### src/rtl/rs_key_seq.sv
`default_nettype none
// +----------------------------------------------------------------------------+
// | Module      : rs_key_seq                                                   |
// | Description : Iterative Twofish RS key-schedule multiply. One key byte per |
// |               clock feeds four GF(2^8) row multipliers; S0 half, then S1.  |
// |               Optional RS_KEY_SEQ_ABORT_EN adds an Abort input.            |
// | Revision    : 1.0 - initial release                                        |
// +----------------------------------------------------------------------------+
module rs_key_seq #(
    parameter logic [8:0] POLY = 9'b101001101
) (
    input  logic         clk,
    input  logic         rst,
    input  logic         Start,
    input  logic [127:0] Key,
`ifdef RS_KEY_SEQ_ABORT_EN
    input  logic         Abort,
`endif
    output logic         Busy,
    output logic         Done,
    output logic [31:0]  S0,
    output logic [31:0]  S1
);

    localparam logic [1:0] c_ST_IDLE  = 2'd0;
    localparam logic [1:0] c_ST_CALC0 = 2'd1;
    localparam logic [1:0] c_ST_CALC1 = 2'd2;
    localparam logic [1:0] c_ST_DONE  = 2'd3;

    typedef enum logic [1:0] {
        IDLE  = c_ST_IDLE,
        CALC0 = c_ST_CALC0,
        CALC1 = c_ST_CALC1,
        DONE  = c_ST_DONE
    } state_t;

    // RS rows packed row0..row3, byte j of each row at [8*(7-j) +: 8]
    localparam logic [255:0] c_COEF = {
        64'h01A4_5587_5A58_DB9E,
        64'hA456_82F3_1EC6_68E5,
        64'h02A1_FCC1_47AE_3D19,
        64'hA455_875A_58DB_9E03
    };

    state_t         r_state;
    state_t         w_state_nxt;
    logic [2:0]     r_cnt;
    logic [31:0]    r_acc;
    logic [127:0]   r_key;
    logic [31:0]    r_s0;
    logic [31:0]    r_s1;

    logic           w_abort;
    logic           w_last;
    logic [2:0]     w_sel;
    logic [63:0]    w_half;
    logic [7:0]     w_byte;
    logic [31:0]    w_prod;
    logic [31:0]    w_acc_nxt;

    function automatic logic [7:0] f_gmul(input logic [7:0] a, input logic [7:0] b);
        logic [7:0] p;
        logic [7:0] x;
        p = 8'h00;
        x = a;
        for (int i = 0; i < 8; i++) begin
            if (b[i]) begin
                p = p ^ x;
            end
            x = x[7] ? ({x[6:0], 1'b0} ^ POLY[7:0]) : {x[6:0], 1'b0};
        end
        return p;
    endfunction

`ifdef RS_KEY_SEQ_ABORT_EN
    assign w_abort = Abort;
`else
    assign w_abort = 1'b0;
`endif

    assign w_last    = (r_cnt == 3'd7);
    assign w_sel     = ~r_cnt;
    assign w_half    = (r_state == CALC1) ? r_key[63:0] : r_key[127:64];
    assign w_byte    = w_half[{w_sel, 3'b000} +: 8];
    assign w_acc_nxt = r_acc ^ w_prod;

    for (genvar g = 0; g < 4; g++) begin : g_row
        localparam logic [63:0] c_ROW = c_COEF[255 - 64*g -: 64];
        assign w_prod[31 - 8*g -: 8] = f_gmul(c_ROW[{w_sel, 3'b000} +: 8], w_byte);
    end

    always_ff @(posedge clk) begin
        if (rst) begin
            r_state <= IDLE;
        end else begin
            r_state <= w_state_nxt;
        end
    end

    always_comb begin
        w_state_nxt = r_state;
        Busy        = 1'b0;
        Done        = 1'b0;
        case (r_state)
            IDLE: begin
                if (Start) begin
                    w_state_nxt = CALC0;
                end
            end
            CALC0: begin
                Busy = 1'b1;
                if (w_abort) begin
                    w_state_nxt = IDLE;
                end else if (w_last) begin
                    w_state_nxt = CALC1;
                end
            end
            CALC1: begin
                Busy = 1'b1;
                if (w_abort) begin
                    w_state_nxt = IDLE;
                end else if (w_last) begin
                    w_state_nxt = DONE;
                end
            end
            DONE: begin
                Done        = 1'b1;
                w_state_nxt = IDLE;
            end
            default: begin
                w_state_nxt = IDLE;
            end
        endcase
    end

    // The final product of a half goes straight into S0/S1; the accumulator restarts at zero
    always_ff @(posedge clk) begin
        if (rst) begin
            r_cnt <= 3'd0;
            r_acc <= 32'h0;
            r_key <= 128'h0;
            r_s0  <= 32'h0;
            r_s1  <= 32'h0;
        end else begin
            case (r_state)
                IDLE: begin
                    if (Start) begin
                        r_key <= Key;
                        r_cnt <= 3'd0;
                        r_acc <= 32'h0;
                    end
                end
                CALC0, CALC1: begin
                    if (w_abort) begin
                        r_cnt <= 3'd0;
                        r_acc <= 32'h0;
                    end else begin
                        r_cnt <= r_cnt + 3'd1;
                        if (w_last) begin
                            r_acc <= 32'h0;
                            if (r_state == CALC0) begin
                                r_s0 <= w_acc_nxt;
                            end else begin
                                r_s1 <= w_acc_nxt;
                            end
                        end else begin
                            r_acc <= w_acc_nxt;
                        end
                    end
                end
                default: begin
                end
            endcase
        end
    end

    assign S0 = r_s0;
    assign S1 = r_s1;

endmodule
`default_nettype wire

### config.mk
export PLATFORM = sky130hd
export DESIGN_NAME = rs_key_seq
export DESIGN_NICKNAME = d
export VERILOG_FILES = /design/src/rtl/rs_key_seq.sv
export SDC_FILE = /design/constraint.sdc
export NUM_CORES = 1
export LEC_CHECK = 0
export CAP_MARGIN = 20
export CELL_PAD_IN_SITES_DETAIL_PLACEMENT = 0
export CELL_PAD_IN_SITES_GLOBAL_PLACEMENT = 1
export CORE_MARGIN = 2
export CORE_UTILIZATION = 42
export DETAILED_ROUTE_END_ITERATION = 7
export GPL_TIMING_DRIVEN = 0
export PLACE_DENSITY = 0.83
export SLEW_MARGIN = 20
export SYNTH_ARGS = -nofsm -noshare
export SYNTH_HDL_FRONTEND = slang
export SYNTH_SLANG_ARGS = --single-unit
### constraint.sdc
create_clock -name clk -period 4.25 [get_ports clk]
set_input_delay 0.425 -clock clk [delete_from_list [all_inputs] [get_ports clk]]
set_output_delay 0.425 -clock clk [all_outputs]
set_load 0.01 [all_outputs]
* Word level (Yosys, flattened, before mapping) *
Index checks and enable logic that the tools add are counted.

operators by class
  add/sub/neg operators = 1
  reduce and logical (&&, ||, !) cells = 8
  shift-type cells = 5
  equal/unequal tests = 7
  muxes and demuxes = 72
  bitwise operators = 59

operators with widths
  kind                                                        count
  two-way mux 8 bit                                           32
  indexed part select 64 x 7 -> 8 bit (first input constant)  4
  XOR 8 bit                                                   28
  two-way mux 7 bit                                           28
  NOT 4 bit                                                   28
  two-way mux 32 bit                                          2
  two-way mux 64 bit                                          1
  case mux 32 bit (2 select lines)                            1
  indexed part select 64 x 7 -> 8 bit                         1
  XOR 32 bit                                                  1
  AND reduction 3 bit                                         3
  case mux 2 bit (4 select lines)                             1
  two-way mux 2 bit                                           3
  != test 2 bit (second input constant)                       3
  case mux 3 bit (2 select lines)                             1
  == test 2 bit (second input constant)                       2
  AND reduction 2 bit                                         2
  adder 3 x 1 -> 3 bit (second input constant)                1
  == test 3 bit (second input constant)                       1
  two-way mux 3 bit                                           1
  NOT 3 bit                                                   1
  == test 2 x 1 -> 1 bit (second input constant)              1
  logical NOT 2 bit                                           1
  two-way mux 1 bit                                           2
  3 further kinds                                             3

storage, ports and cells
  output and inout port bits = 66
  register bits after elaboration = 229

* Depth between registers and ports, before layout *
  depth in word-level cells = 21
  mapped depth = 18

* Least setup slack after synthesis *
Ideal clock, no wire load.

  path kind = register -> register
  from = reg r_cnt[0]
  to = reg r_s0[21], in the netlist S0[21]
  arrival = 3.627 ns
  required time = 4.122 ns
  setup time = 0.128 ns
  slack = 0.496 ns
  stages on the path, launching flop included = 16
  cells stage by stage = dfxtp_1 > inv_2 > clkbuf_1 > clkbuf_1 > ha_1 > clkbuf_1 > xor2_1 > mux2i_4 > xnor3_1 > a21boi_1 > xnor2_1 > xnor3_1 > xor2_1 > nor2_1 > a21oi_1 > nor2_1

on the way
  longest elaborated chain between the ends = 18
  elaborated cells between the ends (all ways) = 33

RTL lines
  element                                                 RTL line  text
  start, declared                                         47        logic [2:0] r_cnt;
  start signal, assigned                                  158       r_cnt <= r_cnt + 3'd1;
  NOT 3 bit                                               82        assign w_sel = ~r_cnt;
  indexed part select 64 x 7 -> 8 bit (on tied branches)  89, 84
  two-way mux 8 bit or two-way mux 7 bit (tied branches)  67, 70
  XOR 8 bit                                               68        p = p ^ x;
  two-way mux 8 bit                                       67        if (b[i]) begin
  XOR 8 bit                                               68
  two-way mux 8 bit                                       67
  XOR 8 bit                                               68
  [... 2 more ...]                                        --
  two-way mux 8 bit                                       67
  XOR 8 bit                                               68
  two-way mux 8 bit                                       67
  XOR 8 bit                                               68
  two-way mux 8 bit                                       67
  XOR 8 bit                                               68
  two-way mux 8 bit                                       67
  XOR 32 bit                                              85        assign w_acc_nxt = r_acc ^ w_prod;
  end signal, assigned                                    162       r_s0 <= w_acc_nxt;
  end, declared                                           50        logic [31:0] r_s0;

Parallel ways exist; a longest one is shown, timed or not.
A chain may end at the register's enable or synchronous reset.

* Final worst setup path *
  from = reg r_cnt[1]
  to = reg r_s1[28], in the netlist S1[28]

on the way
  longest elaborated chain between the ends = 18
  elaborated cells between the ends (all ways) = 34

RTL lines
  element                                                 RTL line  text
  NOT 3 bit                                               82
  indexed part select 64 x 7 -> 8 bit (on tied branches)  89, 84
  two-way mux 8 bit, or another cell as far along         67
  XOR 8 bit or two-way mux 7 bit (tied branches)          68, 70
  two-way mux 8 bit, or another cell as far along         67
  XOR 8 bit or two-way mux 7 bit (tied branches)          68, 70
  two-way mux 8 bit or two-way mux 7 bit (tied branches)  67, 70
  XOR 8 bit                                               68
  [... 2 more ...]                                        --
  two-way mux 8 bit                                       67
  XOR 8 bit                                               68
  two-way mux 8 bit                                       67
  XOR 8 bit                                               68
  two-way mux 8 bit                                       67
  XOR 8 bit                                               68
  two-way mux 8 bit                                       67
  XOR 32 bit                                              85
  end signal, assigned                                    164       r_s1 <= w_acc_nxt;
  end, declared                                           51        logic [31:0] r_s1;

Parallel ways exist; a longest one is shown, timed or not.

==> impl_metrics.yaml <==
outcome:
  status: "complete, but fails checks"
  failed_checks: "setup timing"
critical_path:
  slowest_stage: "a22oi_1"
  reg2reg_from: "r_cnt[1]$_SDFFE_PP0P_"
  cp_max_fo: 10
  cp-end-kind: "flip-flop"
  rr_worst_depth: 13
  crit_path_start_kind: "flip-flop"
  regToRegEndpoint: "S1[28]$_SDFFE_PP0P_"
  critPathRequiredTime_ns: 4.64
  arrival_ns: 4.69
  path_class: "flip-flop to flip-flop"
  slowest_delay_ns: 0.65
  path_cells: "buf_6 > nor2b_1 > buf_2 > a22oi_1 > nand3_1 > buf_4 > nand2_2 > a22oi_1 > xnor3_1 > xnor3_1 > nor2_1 > a21oi_1 > nor2_1"
  r2r_slack_ns: -0.05
worst_hold_path:
  hp-class: "input pin to flip-flop"
  min_delay_path_depth: 3
  hold_start: "Key[85]"
  holdPathEnd: "r_key[85]$_SDFFE_PP0P_"
power_and_ir_drop:
  power.density_nw_per_um2: 915
  pwr-share-comb: 0.722
  clockPowerShare: 0.118
  p_seq_frac: 0.160
  p_switching_uw: 9170
  p_leak_uw: 0.00680
  ir_worst_vdd_uv: 535
  p_sw_frac: 0.526
  internal_power_uw: 8250
logic_synthesis:
  ys_ff_latch: 229
  ys_async_sr_fraction: 0
  yosys.cell_types.count: 94
  netlist_instances: 1974
  synth-main-ff-cell: "dfxtp_1"
  yosysSeqAreaShare: 0.303
  ys_warn_count: 0
  synth_nets: 2119
  avgSynthCellArea_sq_um: 7.66
  synth_enable_flop_cells: 0
  syn_area_sq_um: 15100
cells_and_area:
  final_area_sq_um: 19000
  final_cell_mix: "411 x nand2_1, 243 x a21oi_1, 227 x dfxtp_1, 196 x clkdlybuf4s50_1, 164 x nor2_1"
  final_common_cell: "nand2_1"
  syn_to_final_growth_pct: 26.0
  fillers: 3421
  final_util: 0.537
  finish.net_count: 2356
  n_antenna_cell: 0
  drive_gt1_frac: 0.114
placement:
  dpl.hpwl_um: 59000
  postPlaceCellArea_sq_um: 17700
  port_buffers: 196
  routabilityCongestion: 1.04
detailed_routing:
  dr.pass1.iters: 6
  ant_nets: 0
  post-route-drc-count: 0
  routed_via_density: 6.13
  num_vias: 16500
  drt_iter0_markers: 1830
  detail_route.wirelength_um: 77200
  routedWlPerCell_um: 28.7
timing:
  rsz0062_at_grt: "yes"
  finalCriticalPeriod_ns: 4.30
  period_share: 1.01
  worst_pin_slew_ns: 1.22
  whs_ns: 0.425
  setup_ws_ns: -0.0464
  finClkSkew_ns: 0.0114
  hold_viol: 0
  timing.slew.headroom: 0.180
  slew_viol_final: 0
  finalSetupViolCount: 5
  max_freq_mhz: 233
  fin_tns_setup_ns: -0.101
flow_run:
  cap_violations: 0
global_routing:
  grt_pass1_wl_um: 110000
  overflow: 0
  grt_max_degree: 14
  antenna_found_initial: 1
  grt_pass1_vias: 15900
  grtUsageTotal: 0.399
clocking:
  clock_path_buffers: 3
  clock_latency_ns: 0.54
  cts_tree: "yes"
  cts_root_buffer: "clkbuf_16"
  cts-hold-fix-buffers: 0
  cts_buffers: 24
  htreeDepth: 1
  clkTransAtPathRegs_ns: 0.07
  cts.sinks: 229
die:
  start_util: 0.426
  rows: 69
  die-height_um: 194
  dieArea_sq_um: 37500
  core_region_area_sq_um: 35500
  io_pins: 197
  dieWidth_um: 194
[through the flow]
stage | total power [uW] | cells | setup slack [ns]
after floorplan | 9760 | 1974 | 0.496
after global placement | 13700 | 2631 | -1.95
after detailed placement | 13700 | 2631 | -1.82
after CTS | 16300 | 2677 | -0.00645
after global routing | 17900 | 2684 | -0.0445
final | 17400 | 2684 | -0.0464
[power by group through the flow]
stage	clock network, uW	registers [uW]	logic, uW
4_1_cts	2070	2770	11500
6_report	2060	2790	12600
3_5_place_dp	0	2810	10900
2_1_floorplan	0	2700	7060
5_1_grt	2140	2810	12900
3_3_place_gp	0	2800	10900
[cells in the mapped netlist, types with 4 or more instances]
cell / instances / area share
a211oi_1: 23 / 0.011
a21oi_1: 244 / 0.081
a221oi_1: 9 / 0.0052
a22o_1: 19 / 0.011
a22oi_1: 16 / 0.0079
a31oi_1: 12 / 0.0050
a32oi_1: 14 / 0.0081
and2_1: 16 / 0.0066
and3_1: 4 / 0.0017
buf_1: 7 / 0.0017
buf_2: 39 / 0.013
buf_4: 8 / 0.0040
buf_6: 12 / 0.0089
clkbuf_1: 101 / 0.025
dfxtp_1: 229 / 0.30
ha_1: 14 / 0.012
inv_1: 9 / 0.0022
mux2_2: 16 / 0.012
mux2i_1: 45 / 0.030
mux4_2: 5 / 0.0074
nand2_1: 416 / 0.10
nand2b_1: 11 / 0.0046
nand3_1: 19 / 0.0063
nand3b_1: 9 / 0.0045
nand4_1: 7 / 0.0029
nor2_1: 165 / 0.041
nor2_2: 4 / 0.0017
nor2b_1: 11 / 0.0046
nor3_1: 41 / 0.014
o211ai_1: 6 / 0.0030
o21a_1: 4 / 0.0020
o21ai_0: 81 / 0.027
o21ai_1: 6 / 0.0020
o221ai_1: 6 / 0.0035
o22ai_1: 26 / 0.011
o32ai_1: 5 / 0.0029
or2_2: 5 / 0.0021
xnor2_1: 160 / 0.093
xnor3_1: 23 / 0.034
xor2_1: 45 / 0.026
[what timing repair did]
item,4_1_cts,5_1_grt
endpoints found under the setup margin,96,90
setup buffers,11,8
pin swaps,7,8
resized for setup,72,68
[cell families (layout without fill, tap and decap cells)]
group                      Yosys count  count (layout)  synth area share
DFF                                229             229             0.303
AOI/OAI and AO/OA                  522             522             0.215
adders and majority gates           14              14            0.0116
muxes                               68              68            0.0516
buffers and inverters              181             430            0.0587
xor gates and xnor gates           229             229             0.154
and+or+nand+nor                    731             731             0.206
[state kept, by name (all words and copies together) (netlist names)]
register,flops
r_key,128
r_state,2
S1,32
r_cnt,3
r_acc,32
S0,32
[metal layers]
metal / GRT usage / part of all wire
met4: 0.227 / 0.067
met2: 0.617 / 0.43
met1: 0.514 / 0.39
met3: 0.0887 / 0.11
met5: 0 / 0.00017
[critical path: cells and delay by family (launching register included)]
kind                      cells  cell delay [ns]
and+or+nand+nor               5             1.04
AOI/OAI and AO/OA             3             0.97
buffers and inverters         3             0.89
xor gates and xnor gates      2             0.73
DFF                           1             0.51
[layout make-up]
cell class	instances	area, sq um	share of cell area
Timing Repair Buffer	215	2120	0.111
Multi-Input combinational cell	1564	10100	0.529
Clock buffer	36	697	0.0366
Tap cell	461	577	0.0303
Buffer	166	915	0.0480
Clock inverter	2	37.5	0.00197
Sequential cell	229	4590	0.241
Inverter	11	43.8	0.00230
[worst max-delay path by stage]
stage / start / endpoint / cells past startpoint
floorplan: r_cnt[0]$_SDFFE_PP0P_ / S0[21]$_SDFFE_PP0P_ / 15
global placement: r_cnt[0]$_SDFFE_PP0P_ / S0[8]$_SDFFE_PP0P_ / 13
detailed placement: r_cnt[0]$_SDFFE_PP0P_ / S0[8]$_SDFFE_PP0P_ / 13
CTS: r_state[0]$_SDFFE_PP0P_ / S0[10]$_SDFFE_PP0P_ / 15
global route: r_state[0]$_SDFFE_PP0P_ / S0[21]$_SDFFE_PP0P_ / 17
finish: r_cnt[1]$_SDFFE_PP0P_ / S1[28]$_SDFFE_PP0P_ / 13
Power figures use the tool's default switching activity.
